===== src/rtl/ctu_cluster_rst_seq.sv =====
// Cluster reset sequencer: staggers per-cluster clock enables, then releases the
// global reset and debug-init, and services debug-init and warm-reset requests.
module ctu_cluster_rst_seq #(
    parameter int NCLK     = 4,
    parameter int CKEN_GAP = 2,
    parameter int RST_HOLD = 16,
    parameter int DBG_LEN  = 8
) (
    input  logic            gclk,
    input  logic            arst,
    input  logic            wrst_req,
    input  logic            dbg_req,
    input  logic [NCLK-1:0] cluster_en,
    output logic [NCLK-1:0] cluster_cken,
    output logic            grst_l,
    output logic            gdbginit_l,
    output logic            rst_busy,
    output logic            dbg_ack
);

    localparam int SLOT_W = $clog2(NCLK + 1);
    localparam int GAP_W  = $clog2(CKEN_GAP + 1);
    localparam int HOLD_W = $clog2(RST_HOLD + 1);
    localparam int DBG_W  = $clog2(DBG_LEN + 1);

    typedef enum logic [2:0] {
        ST_RST  = 3'd0,
        ST_CKEN = 3'd1,
        ST_HOLD = 3'd2,
        ST_RUN  = 3'd3,
        ST_DBG  = 3'd4,
        ST_WRST = 3'd5
    } state_t;

    state_t            state_r, state_s;
    logic [SLOT_W-1:0] slot_r, slot_s;
    logic [GAP_W-1:0]  gap_r, gap_s;
    logic [HOLD_W-1:0] hold_r, hold_s;
    logic [DBG_W-1:0]  dbg_cnt_r, dbg_cnt_s;
    logic [NCLK-1:0]   cken_r, cken_s;
    logic              grst_l_r, grst_l_s;
    logic              gdbg_l_r, gdbg_l_s;
    logic              busy_r, busy_s;
    logic              ack_r, ack_s;

    // State, counter and output registers; arst forces the cold-reset image.
    always_ff @(posedge gclk or posedge arst) begin
        if (arst) begin
            state_r   <= ST_RST;
            slot_r    <= {SLOT_W{1'b0}};
            gap_r     <= {GAP_W{1'b0}};
            hold_r    <= {HOLD_W{1'b0}};
            dbg_cnt_r <= {DBG_W{1'b0}};
            cken_r    <= {NCLK{1'b0}};
            grst_l_r  <= 1'b0;
            gdbg_l_r  <= 1'b0;
            busy_r    <= 1'b1;
            ack_r     <= 1'b0;
        end else begin
            state_r   <= state_s;
            slot_r    <= slot_s;
            gap_r     <= gap_s;
            hold_r    <= hold_s;
            dbg_cnt_r <= dbg_cnt_s;
            cken_r    <= cken_s;
            grst_l_r  <= grst_l_s;
            gdbg_l_r  <= gdbg_l_s;
            busy_r    <= busy_s;
            ack_r     <= ack_s;
        end
    end

    // Next-state, counter and next-output logic.
    always_comb begin
        state_s   = state_r;
        slot_s    = slot_r;
        gap_s     = gap_r;
        hold_s    = hold_r;
        dbg_cnt_s = dbg_cnt_r;
        cken_s    = cken_r;
        grst_l_s  = grst_l_r;
        gdbg_l_s  = gdbg_l_r;
        busy_s    = busy_r;
        ack_s     = 1'b0;

        case (state_r)
            ST_RST: begin
                state_s   = ST_CKEN;
                slot_s    = {SLOT_W{1'b0}};
                gap_s     = {GAP_W{1'b0}};
                hold_s    = {HOLD_W{1'b0}};
                dbg_cnt_s = {DBG_W{1'b0}};
                cken_s    = {NCLK{1'b0}};
                grst_l_s  = 1'b0;
                gdbg_l_s  = 1'b0;
                busy_s    = 1'b1;
            end

            ST_CKEN: begin
                // A disabled cluster still spends its slot so timing never depends on the mask.
                if (gap_r == GAP_W'(CKEN_GAP - 1)) begin
                    for (int i = 0; i < NCLK; i++) begin
                        if (slot_r == SLOT_W'(i)) begin
                            cken_s[i] = cluster_en[i];
                        end else begin
                            cken_s[i] = cken_r[i];
                        end
                    end
                    gap_s = {GAP_W{1'b0}};
                    if (slot_r == SLOT_W'(NCLK - 1)) begin
                        state_s = ST_HOLD;
                        slot_s  = {SLOT_W{1'b0}};
                        hold_s  = {HOLD_W{1'b0}};
                    end else begin
                        slot_s = slot_r + SLOT_W'(1);
                    end
                end else begin
                    gap_s = gap_r + GAP_W'(1);
                end
            end

            ST_HOLD: begin
                if (hold_r == HOLD_W'(RST_HOLD - 1)) begin
                    state_s  = ST_RUN;
                    hold_s   = {HOLD_W{1'b0}};
                    grst_l_s = 1'b1;
                    gdbg_l_s = 1'b1;
                    busy_s   = 1'b0;
                end else begin
                    hold_s = hold_r + HOLD_W'(1);
                end
            end

            ST_RUN: begin
                // Warm reset outranks a simultaneous debug-init request.
                if (wrst_req) begin
                    state_s  = ST_WRST;
                    cken_s   = {NCLK{1'b0}};
                    grst_l_s = 1'b0;
                    gdbg_l_s = 1'b0;
                    busy_s   = 1'b1;
                end else if (dbg_req) begin
                    state_s   = ST_DBG;
                    dbg_cnt_s = {DBG_W{1'b0}};
                    gdbg_l_s  = 1'b0;
                end else begin
                    state_s = ST_RUN;
                end
            end

            ST_DBG: begin
                if (wrst_req) begin
                    state_s   = ST_WRST;
                    dbg_cnt_s = {DBG_W{1'b0}};
                    cken_s    = {NCLK{1'b0}};
                    grst_l_s  = 1'b0;
                    gdbg_l_s  = 1'b0;
                    busy_s    = 1'b1;
                end else if (dbg_cnt_r == DBG_W'(DBG_LEN - 1)) begin
                    state_s   = ST_RUN;
                    dbg_cnt_s = {DBG_W{1'b0}};
                    gdbg_l_s  = 1'b1;
                    ack_s     = 1'b1;
                end else begin
                    dbg_cnt_s = dbg_cnt_r + DBG_W'(1);
                end
            end

            ST_WRST: begin
                if (!wrst_req) begin
                    state_s   = ST_CKEN;
                    slot_s    = {SLOT_W{1'b0}};
                    gap_s     = {GAP_W{1'b0}};
                    hold_s    = {HOLD_W{1'b0}};
                    dbg_cnt_s = {DBG_W{1'b0}};
                end else begin
                    state_s = ST_WRST;
                end
            end

            default: begin
                state_s   = ST_RST;
                slot_s    = {SLOT_W{1'b0}};
                gap_s     = {GAP_W{1'b0}};
                hold_s    = {HOLD_W{1'b0}};
                dbg_cnt_s = {DBG_W{1'b0}};
                cken_s    = {NCLK{1'b0}};
                grst_l_s  = 1'b0;
                gdbg_l_s  = 1'b0;
                busy_s    = 1'b1;
            end
        endcase
    end

    assign cluster_cken = cken_r;
    assign grst_l       = grst_l_r;
    assign gdbginit_l   = gdbg_l_r;
    assign rst_busy     = busy_r;
    assign dbg_ack      = ack_r;

endmodule


===== config.mk =====
export PLATFORM = sky130hd
export DESIGN_NAME = ctu_cluster_rst_seq
export DESIGN_NICKNAME = d
export VERILOG_FILES = /design/src/rtl/ctu_cluster_rst_seq.sv
export SDC_FILE = /design/constraint.sdc
export NUM_CORES = 1
export LEC_CHECK = 0
export CORE_ASPECT_RATIO = 1.5
export CORE_MARGIN = 4
export CORE_UTILIZATION = 30
export CTS_BUF_LIST = sky130_fd_sc_hd__clkbuf_4
export CTS_CLUSTER_DIAMETER = 150
export CTS_CLUSTER_SIZE = 10
export DETAILED_ROUTE_END_ITERATION = 12
export PLACE_DENSITY = 0.58
export SYNTH_ARGS = -nofsm -noshare
export SYNTH_HDL_FRONTEND = slang
export SYNTH_SLANG_ARGS = --single-unit

===== constraint.sdc =====
create_clock -name gclk -period 4.89 [get_ports gclk]
set_clock_uncertainty 0.15 [all_clocks]
set_input_delay 0.7335 -clock gclk [delete_from_list [all_inputs] [get_ports gclk]]
set_output_delay 0.7335 -clock gclk [all_outputs]
set_load 0.05 [all_outputs]

==> flow_summary.yaml, run 1 <==
outcome:
  status: "finished clean"
final_layout:
  drive_gt1_frac: 0.0643
  syn2layout_area_growth_pct: 14.4
  n_fill_cell: 522
  n_antenna_cell: 0
  nets: 186
grt:
  antenna_found_initial: 0
  first_global_vias: 1230
  grt_overflow: 0
  grt_pass1_wl_microns: 5690
  grt_max_degree: 26
  track_usage: 0.116
worst_setup_path:
  worstPathMaxFanout: 2
  crit_end: "rst_busy"
  reg2reg_from: "state_r[2]"
  reg2regPathDepth: 3
  r2r_slack_ns: 2.95
  start_kind: "register"
  cpPeakStageDelay_ns: 0.80
  critical_path_arrival_ns: 1.68
  path_depth: 1
  crit_path_top_delay_cell: "clkdlybuf4s50_1"
  cp-end-kind: "output port"
  crit_start: "rst_busy"
  cp_top_family: "buffers and inverters"
  criticalPathCategory: "reg2out"
  reg2reg_to: "state_r[0]"
  cp.buffers_inverters: 1
  crit_required_ns: 4.01
  critical_path.cell_chain: "clkdlybuf4s50_1"
synthesis:
  syn_inst: 158
  ys_ff_latch: 25
  yosys.area.top_type: "dfrtp_1"
  avgSynthCellArea_sq_um: 9.49
  synthXorXnorAreaFrac: 0.0117
  async_flop_share: 1.00
  synth_flop_cell: "dfrtp_1"
  synth_top_area_frac: 0.401
  synth_compound_area_frac: 0.198
  ys_warn_count: 0
  synth-adder-area-share: 0.0501
  syn-cell-area_sq_um: 1500
  synthTopCellsByArea: "dfrtp_1 40%, ha_1 5.0%, nand2b_1 4.2%"
  synth_edf_count: 0
  synth_cell_types: 45
  synth_mux_area_frac: 0.0134
  synth_top_family_by_area: "simple AND/OR/NAND/NOR gates"
  synthesis.nets: 172
  synth-simple-area-share: 0.255
  seq_area_frac_synth: 0.418
run:
  cap_viol_max_count: 0
power:
  leakagePower_uw: 0.000745
  finalPower_uw: 891
  ir_drop_v: 0.000190
  power_density_nw_per_um2: 519
detailed_routing:
  ant_nets: 0
  avgRoutedWirePerCell_microns: 13.6
  dr.first_iter.drc_count: 72
  viasPerCell: 4.99
  routed_wl_microns: 3220
  vias: 1182
  firstDrtPassIters: 4
  drc_errors: 0
floorplan:
  die_h_microns: 94.6
  die_area_sq_um: 6210
  core_sq_um: 4850
  start_util: 0.309
  num_rows: 31
  die_w_microns: 65.7
  ioPinCount: 16
timing:
  final_hold_viol_count: 0
  slew_viol_final: 0
  fin_crit_sh: 0.524
  clock.fmax_ghz: 0.390
  rsz0062_at_grt: "no"
  tns_ns: 0
  tightest_slew_ns: 1.01
  min_period_ns: 2.56
  maxSlewHeadroom: 0.328
  setup_viol: 0
clocking:
  cts-root-buf: "clkbuf_4"
  cts_tree: "built"
  cts_hold_repair.buffers: 0
  clk_pin_slew_ns: 0.15
  cts_max_level: 1
  post_cts_buffers: 0
  clock_latency_ns: 0.32
  post_cts_resized: 0
  numCtsBuffers: 3
  clk_path_buf_depth: 2
  cts.sinks: 25
place:
  gp_congestion: 0.757
  port_buffers: 15
  dp_hpwl_microns: 2260
hold_path:
  holdPathStages: 1
  hold_class: "reg2reg"
==> registers in the layout, indices dropped and copies added, names as in the netlist, 2 cells and up <==
signal	cells
slot_r	3
dbg_cnt_r	4
state_r	3
gap_r	2
cluster_cken	4
hold_r	5
==> metrics by stage <==
step	std cells	setup WS, ns	cell area, sq um	hold slack, ns	utilization
final	237	2.33	1720	0.357	0.354
after CTS	237	2.31	1720	0.361	0.354
after floorplan	158	3.07	1500	0.322	-
after global routing	237	2.29	1720	0.393	0.354
after global placement	233	2.33	1690	0.320	0.348
after detailed placement	233	2.31	1690	0.323	0.348
==> cells in the final DEF, fill, tap and decap left out, types with 2 or more instances in the layout <==
cell type | Yosys | final
dfrtp_1 | 24 | 24
clkdlybuf4s50_1 | 0 | 15
nand2_1 | 12 | 12
o21ai_0 | 11 | 11
nand2b_1 | 10 | 10
nor2_1 | 10 | 10
inv_1 | 9 | 9
a21oi_1 | 8 | 8
nand3_1 | 6 | 6
ha_1 | 6 | 6
nor4_1 | 4 | 4
clkbuf_4 | 0 | 4
nor2b_1 | 3 | 3
o21ai_1 | 3 | 3
nor3_1 | 3 | 3
and3_1 | 3 | 3
a211o_1 | 3 | 3
nand3b_1 | 2 | 2
and2_1 | 2 | 2
a22o_1 | 2 | 2
nor3b_2 | 2 | 2
o21a_1 | 2 | 2
mux2i_1 | 2 | 2
or2b_1 | 2 | 2
o31ai_1 | 2 | 2
a21o_1 | 2 | 2
xor2_1 | 2 | 2
==> how the worst min path moves through the flow <==
stage,from,end,slack [ns]
3_5_place_dp,grst_l,grst_l,0.32
6_report,grst_l,grst_l,0.36
4_1_cts,grst_l,grst_l,0.36
5_1_grt,grst_l,grst_l,0.39
2_1_floorplan,hold_r[2],hold_r[2],0.32
3_3_place_gp,grst_l,grst_l,0.32
==> cell families (layout without fill, tap and decap cells) <==
| group | count (synthesis) | count (layout) |
|---|---|---|
| adder cells (fa/ha/maj) | 6 | 6 |
| buffers and inverters | 15 | 28 |
| flip-flops | 25 | 25 |
| multiplexers | 2 | 2 |
| XOR/XNOR | 2 | 2 |
| AO/OA/AOI/OAI | 43 | 43 |
| AND/OR/NAND/NOR | 65 | 65 |
==> synthesized netlist by cell type (all sizes together), types with 2 or more instances <==
cell type and count:
dfrtp 24, o21ai 14, nand2 12, nand2b 10, nor2 10, a21oi 9
inv 9, buf 6, ha 6, nand3 6, nor4 4, a211o 3
and3 3, nor2b 3, nor3 3, nor3b 3, a21o 2, a221oi 2
a22o 2, and2 2, mux2i 2, nand3b 2, o21a 2, o31ai 2
or2b 2, xor2 2
==> routing by layer <==
| layer | global-route usage | part of all wire | up-vias | routed length, microns |
|---|---|---|---|---|
| li1 | - | - | 596 | - |
| met1 | 0.146 | 0.46 | 564 | 1460 |
| met2 | 0.189 | 0.50 | 18 | 1600 |
| met3 | 0.0226 | 0.031 | 4 | 101 |
| met4 | 0.0502 | 0.016 | 0 | 50 |
| met5 | 0 | 0 | - | 0 |
==> report_power, final <==
part	internal (uW)	switching [uW]
Combinational	193	262
Sequential	253	77.4
Clock	37.5	67.5
Total	483	407
==> final cells by class <==
| type | count | area [sq um] | area share |
|---|---|---|---|
| Multi-Input combinational cell | 118 | 792 | 0.462 |
| Sequential cell | 25 | 627 | 0.365 |
| Timing Repair Buffer | 15 | 150 | 0.0875 |
| Tap cell | 66 | 82.6 | 0.0481 |
| Inverter | 9 | 33.8 | 0.0197 |
| Clock buffer | 4 | 30.0 | 0.0175 |
Power figures use the tool's default switching activity.
==> run 2: changes to the inputs <==
PLACE_DENSITY = 0.59   (was 0.58)
clock period = 2.1 ns   (was 4.89 ns; I/O delays follow)
==> flow_summary.yaml, run 2 (synthesis gave the netlist of run 1 again) <==
outcome:
  status: "finished clean"
worst_setup_path:
  cp.buffers_inverters: 1
  path_depth: 1
  worstPathMaxFanout: 3
  cp-end-kind: "output port"
  critical_path_arrival_ns: 1.53
  reg2regPathDepth: 4
  start_kind: "register"
  crit_end: "cluster_cken[1]"
  reg2reg_from: "state_r[2]"
  crit_path_top_delay_cell: "clkdlybuf4s50_1"
  crit_start: "cluster_cken[1]"
  crit_required_ns: 1.63
  reg2reg_to: "state_r[1]"
  critical_path.cell_chain: "clkdlybuf4s50_1"
  criticalPathCategory: "reg2out"
  cp_top_family: "buffers and inverters"
  cpPeakStageDelay_ns: 0.81
  r2r_slack_ns: 0.27
clocking:
  post_cts_resized: 0
  clock_latency_ns: 0.32
  cts_hold_repair.buffers: 0
  cts-root-buf: "clkbuf_4"
  numCtsBuffers: 3
  post_cts_buffers: 0
  clk_pin_slew_ns: 0.13
  cts_tree: "built"
  cts.sinks: 25
  cts_max_level: 1
  clk_path_buf_depth: 2
final_layout:
  largest_register_ffs: 5
  final_cell_mix: "24 x dfrtp_1, 14 x clkdlybuf4s50_1, 12 x nand2_1, 11 x o21ai_0"
  n_antenna_cell: 0
  top_register: "hold_r"
  nets: 194
  drive_gt1_frac: 0.112
  final_common_cell: "dfrtp_1"
  syn2layout_area_growth_pct: 18.3
  final_cells: 245
floorplan:
  core_sq_um: 4850
  die_w_microns: 65.7
  ioPinCount: 16
  num_rows: 31
  die_area_sq_um: 6210
  start_util: 0.309
  die_h_microns: 94.6
detailed_routing:
  dr.first_iter.drc_count: 47
  viasPerCell: 4.89
  drc_errors: 0
  ant_nets: 0
  routed_wl_microns: 3190
  firstDrtPassIters: 4
  avgRoutedWirePerCell_microns: 13.0
  vias: 1197
grt:
  track_usage: 0.113
  grt_max_degree: 26
  grt_overflow: 0
  antenna_found_initial: 0
  first_global_vias: 1240
  grt_pass1_wl_microns: 5530
timing:
  setup_viol: 0
  slew_viol_final: 0
  clock.fmax_ghz: 0.500
  rsz0062_at_grt: "no"
  tns_ns: 0
  tightest_slew_ns: 0.517
  min_period_ns: 2.00
  fin_crit_sh: 0.952
  maxSlewHeadroom: 0.655
  final_hold_viol_count: 0
hold_path:
  hold_class: "in2async"
power:
  p_sw_frac: 0.446
  p_switching_uw: 941
  p_comb_frac: 0.542
  internal-power_uw: 1170
  power_frac_clock: 0.108
  p_seq_frac: 0.349
  ir_drop_v: 0.000533
  leakagePower_uw: 0.000785
  power_density_nw_per_um2: 1190
place:
  dp_cells: 241
  gp_congestion: 0.811
  port_buffers: 15
  dp_hpwl_microns: 2440
run:
  cap_viol_max_count: 0
[run 2: cell types whose count changed in the layout (fill, tap and decap cells not counted), sizes merged]
cell	delta
buf	+9
clkdlybuf4s50	-1
[run 2: layout make-up]
| class | instances | area, sq um |
|---|---|---|
| Multi-Input combinational cell | 118 | 792 |
| Tap cell | 66 | 82.6 |
| Timing Repair Buffer | 23 | 208 |
| Clock buffer | 4 | 30.0 |
| Inverter | 9 | 33.8 |
| Sequential cell | 25 | 627 |
| Fill cell | 518 | 3080 |
[run 2: worst min-delay path by stage]
stage          startpoint               to  slack [ns]
2_1_floorplan        arst  cluster_cken[0]        0.19
3_3_place_gp       grst_l           grst_l        0.32
3_5_place_dp       grst_l           grst_l        0.32
4_1_cts              arst           grst_l        0.18
5_1_grt              arst  cluster_cken[3]        0.20
6_report             arst  cluster_cken[3]        0.17
[run 2: power by group through the flow]
stage	Combinational, uW	Sequential (uW)	Clock, uW
2_1_floorplan	770	825	0
3_3_place_gp	1150	744	0
3_5_place_dp	1150	746	0
4_1_cts	1150	736	236
5_1_grt	1290	759	257
6_report	1140	737	229
[run 2: per-stage QoR]
| step | power [uW] | cell area, sq um | utilization | setup slack, ns | hold slack [ns] |
|---|---|---|---|---|---|
| after global placement | 1900 | 1740 | 0.359 | 0.0546 | 0.320 |
| after detailed placement | 1890 | 1740 | 0.359 | 0.00928 | 0.324 |
| after CTS | 2130 | 1770 | 0.366 | 0.0789 | 0.184 |
| after floorplan | 1600 | 1500 | - | 0.566 | 0.192 |
| after global routing | 2300 | 1770 | 0.366 | 0.0325 | 0.198 |
| final | 2110 | 1770 | 0.366 | 0.101 | 0.173 |
[run 2: routing by layer]
layer | GRT usage | share of wire | up-vias
li1 | - | - | 611
met1 | 0.138 | 0.44 | 562
met2 | 0.195 | 0.51 | 17
met3 | 0.0107 | 0.020 | 7
met4 | 0.0571 | 0.028 | 0
met5 | 0 | 0 | -
==> run 3: changes to the inputs <==
ABC_AREA = 1   (was default)
SLEW_MARGIN = 20   (was default)
==> flow_summary.yaml, run 3 <==
synthesis:
  seq_area_frac_synth: 0.405
  synth_flop_cell: "dfrtp_1"
  ys_warn_count: 0
  synthTopCellsByArea: "dfrtp_1 39%, nand2_1 12%, nand3_1 7.4%"
  yosys.area.top_type: "dfrtp_1"
  async_flop_share: 1.00
  syn-cell-area_sq_um: 1550
  avgSynthCellArea_sq_um: 7.93
  ys_ff_latch: 25
  netlist_top_cells_count: "48 x nand2_1, 27 x nor2_1, 24 x dfrtp_1, 23 x nand3_1, 16 x inv_1"
  synth_cell_types: 31
  synth_top_area_frac: 0.388
  syn_inst: 195
  synthesis.nets: 209
  synth_edf_count: 0
  yosysMostFrequentCell: "nand2_1"
grt:
  first_global_vias: 1284
  grt_max_degree: 26
  track_usage: 0.115
  grt_overflow: 0
  grt_pass1_wl_microns: 5720
  antenna_found_initial: 0
floorplan:
  die_area_sq_um: 6390
  die_w_microns: 66.6
  die_h_microns: 95.9
  start_util: 0.314
  ioPinCount: 16
  num_rows: 31
  core_sq_um: 4930
detailed_routing:
  firstDrtPassIters: 4
  vias: 1269
  viasPerCell: 4.58
  avgRoutedWirePerCell_microns: 11.2
  drc_errors: 0
  dr.first_iter.drc_count: 55
  ant_nets: 0
  routed_wl_microns: 3090
final_layout:
  n_antenna_cell: 0
  final_common_cell: "nand2_1"
  largest_register_ffs: 5
  syn2layout_area_growth_pct: 14.6
  nets: 226
  drive_gt1_frac: 0.152
  top_register: "hold_r"
  n_fill_cell: 540
  final_cell_mix: "48 x nand2_1, 27 x nor2_1, 24 x dfrtp_1, 23 x nand3_1, 16 x inv_1"
worst_setup_path:
  start_kind: "register"
  cpPeakStageDelay_ns: 0.81
  crit_required_ns: 1.63
  critical_path.cell_chain: "clkdlybuf4s50_1"
  cp_top_family: "buffers and inverters"
  cp-end-kind: "output port"
  critical_path_arrival_ns: 1.50
  criticalPathCategory: "reg2out"
  worstPathMaxFanout: 2
  cp.buffers_inverters: 1
  crit_path_top_delay_cell: "clkdlybuf4s50_1"
power:
  leakagePower_uw: 0.000900
  power_density_nw_per_um2: 1290
  ir_drop_v: 0.000383
clocking:
  cts.sinks: 25
  post_cts_resized: 0
  numCtsBuffers: 3
  cts_max_level: 1
  clk_pin_slew_ns: 0.14
  cts_hold_repair.buffers: 0
  post_cts_buffers: 0
  cts_tree: "built"
  clk_path_buf_depth: 2
  clock_latency_ns: 0.32
  cts-root-buf: "clkbuf_4"
outcome:
  status: "finished clean"
timing:
  tightest_slew_ns: 0.498
  hold-worst-slack_ns: 0.179
  setup_viol: 0
  slew_viol_final: 0
  rsz0062_at_grt: "no"
  clock.fmax_ghz: 0.509
  maxSlewHeadroom: 0.667
  min_period_ns: 1.97
  fin_crit_sh: 0.936
  final_hold_viol_count: 0
  tns_ns: 0
place:
  port_buffers: 15
  dp_hpwl_microns: 2430
  gp_congestion: 0.884
hold_path:
  hold_class: "in2async"
run:
  cap_viol_max_count: 0
[run 3: layout make-up]
cell class	count	area, sq um	area share
clock inverter	1	5.00	0.00282
tap	66	82.6	0.0466
clock buffer	3	22.5	0.0127
inverter	20	78.8	0.0445
sequential	25	627	0.354
multi-input combinational	146	802	0.452
timing repair buffer	16	155	0.0875
[run 3: power by group]
| group | internal (uW) | total, uW | leakage, uW | switching, uW |
|---|---|---|---|---|
| sequential | 611 | 757 | 0.000335 | 146 |
| clock | 71.2 | 217 | 0.0000177 | 145 |
| combinational | 445 | 1320 | 0.000547 | 875 |
| total | 1130 | 2290 | 0.000900 | 1170 |
[run 3: path summary, 6_finish.rpt]
check	depth (start not counted)	slack (ns)	endpoint	startpoint
max	1	0.13	cluster_cken[0]	cluster_cken[0]
min	3	0.18	dbg_cnt_r[3]	arst
max reg2reg	6	0.38	grst_l	state_r[0]
min reg2reg	2	0.33	rst_busy	rst_busy
max in group asynchronous	3	1.33	rst_busy	arst
min in group gclk	2	0.33	rst_busy	rst_busy
[run 3: cell families after synthesis]
family / count (synthesis) / share of synthesized area
simple gates: 126 / 0.406
compound gates: 12 / 0.0526
xor+xnor: 2 / 0.0113
buf+inv: 24 / 0.0760
flops: 25 / 0.405
fa+ha+maj: 6 / 0.0485
[run 3: per-layer routing]
metal,vias to the layer above,part of all wire,GRT usage
li1,661,-,-
met1,596,0.43,0.135
met2,10,0.54,0.209
met3,2,0.019,0.0152
met4,0,0.0087,0.0407
met5,-,0,0
[run 3: stage by stage]
stage,power [uW],util,instances,setup slack [ns],cell area (sq um)
floorplan,1850,-,195,0.754,1550
global placement,2100,0.354,273,0.270,1750
detailed placement,2110,0.354,273,0.238,1750
CTS,2340,0.360,277,0.105,1770
global route,2540,0.360,277,0.0500,1770
finish,2290,0.360,277,0.135,1770
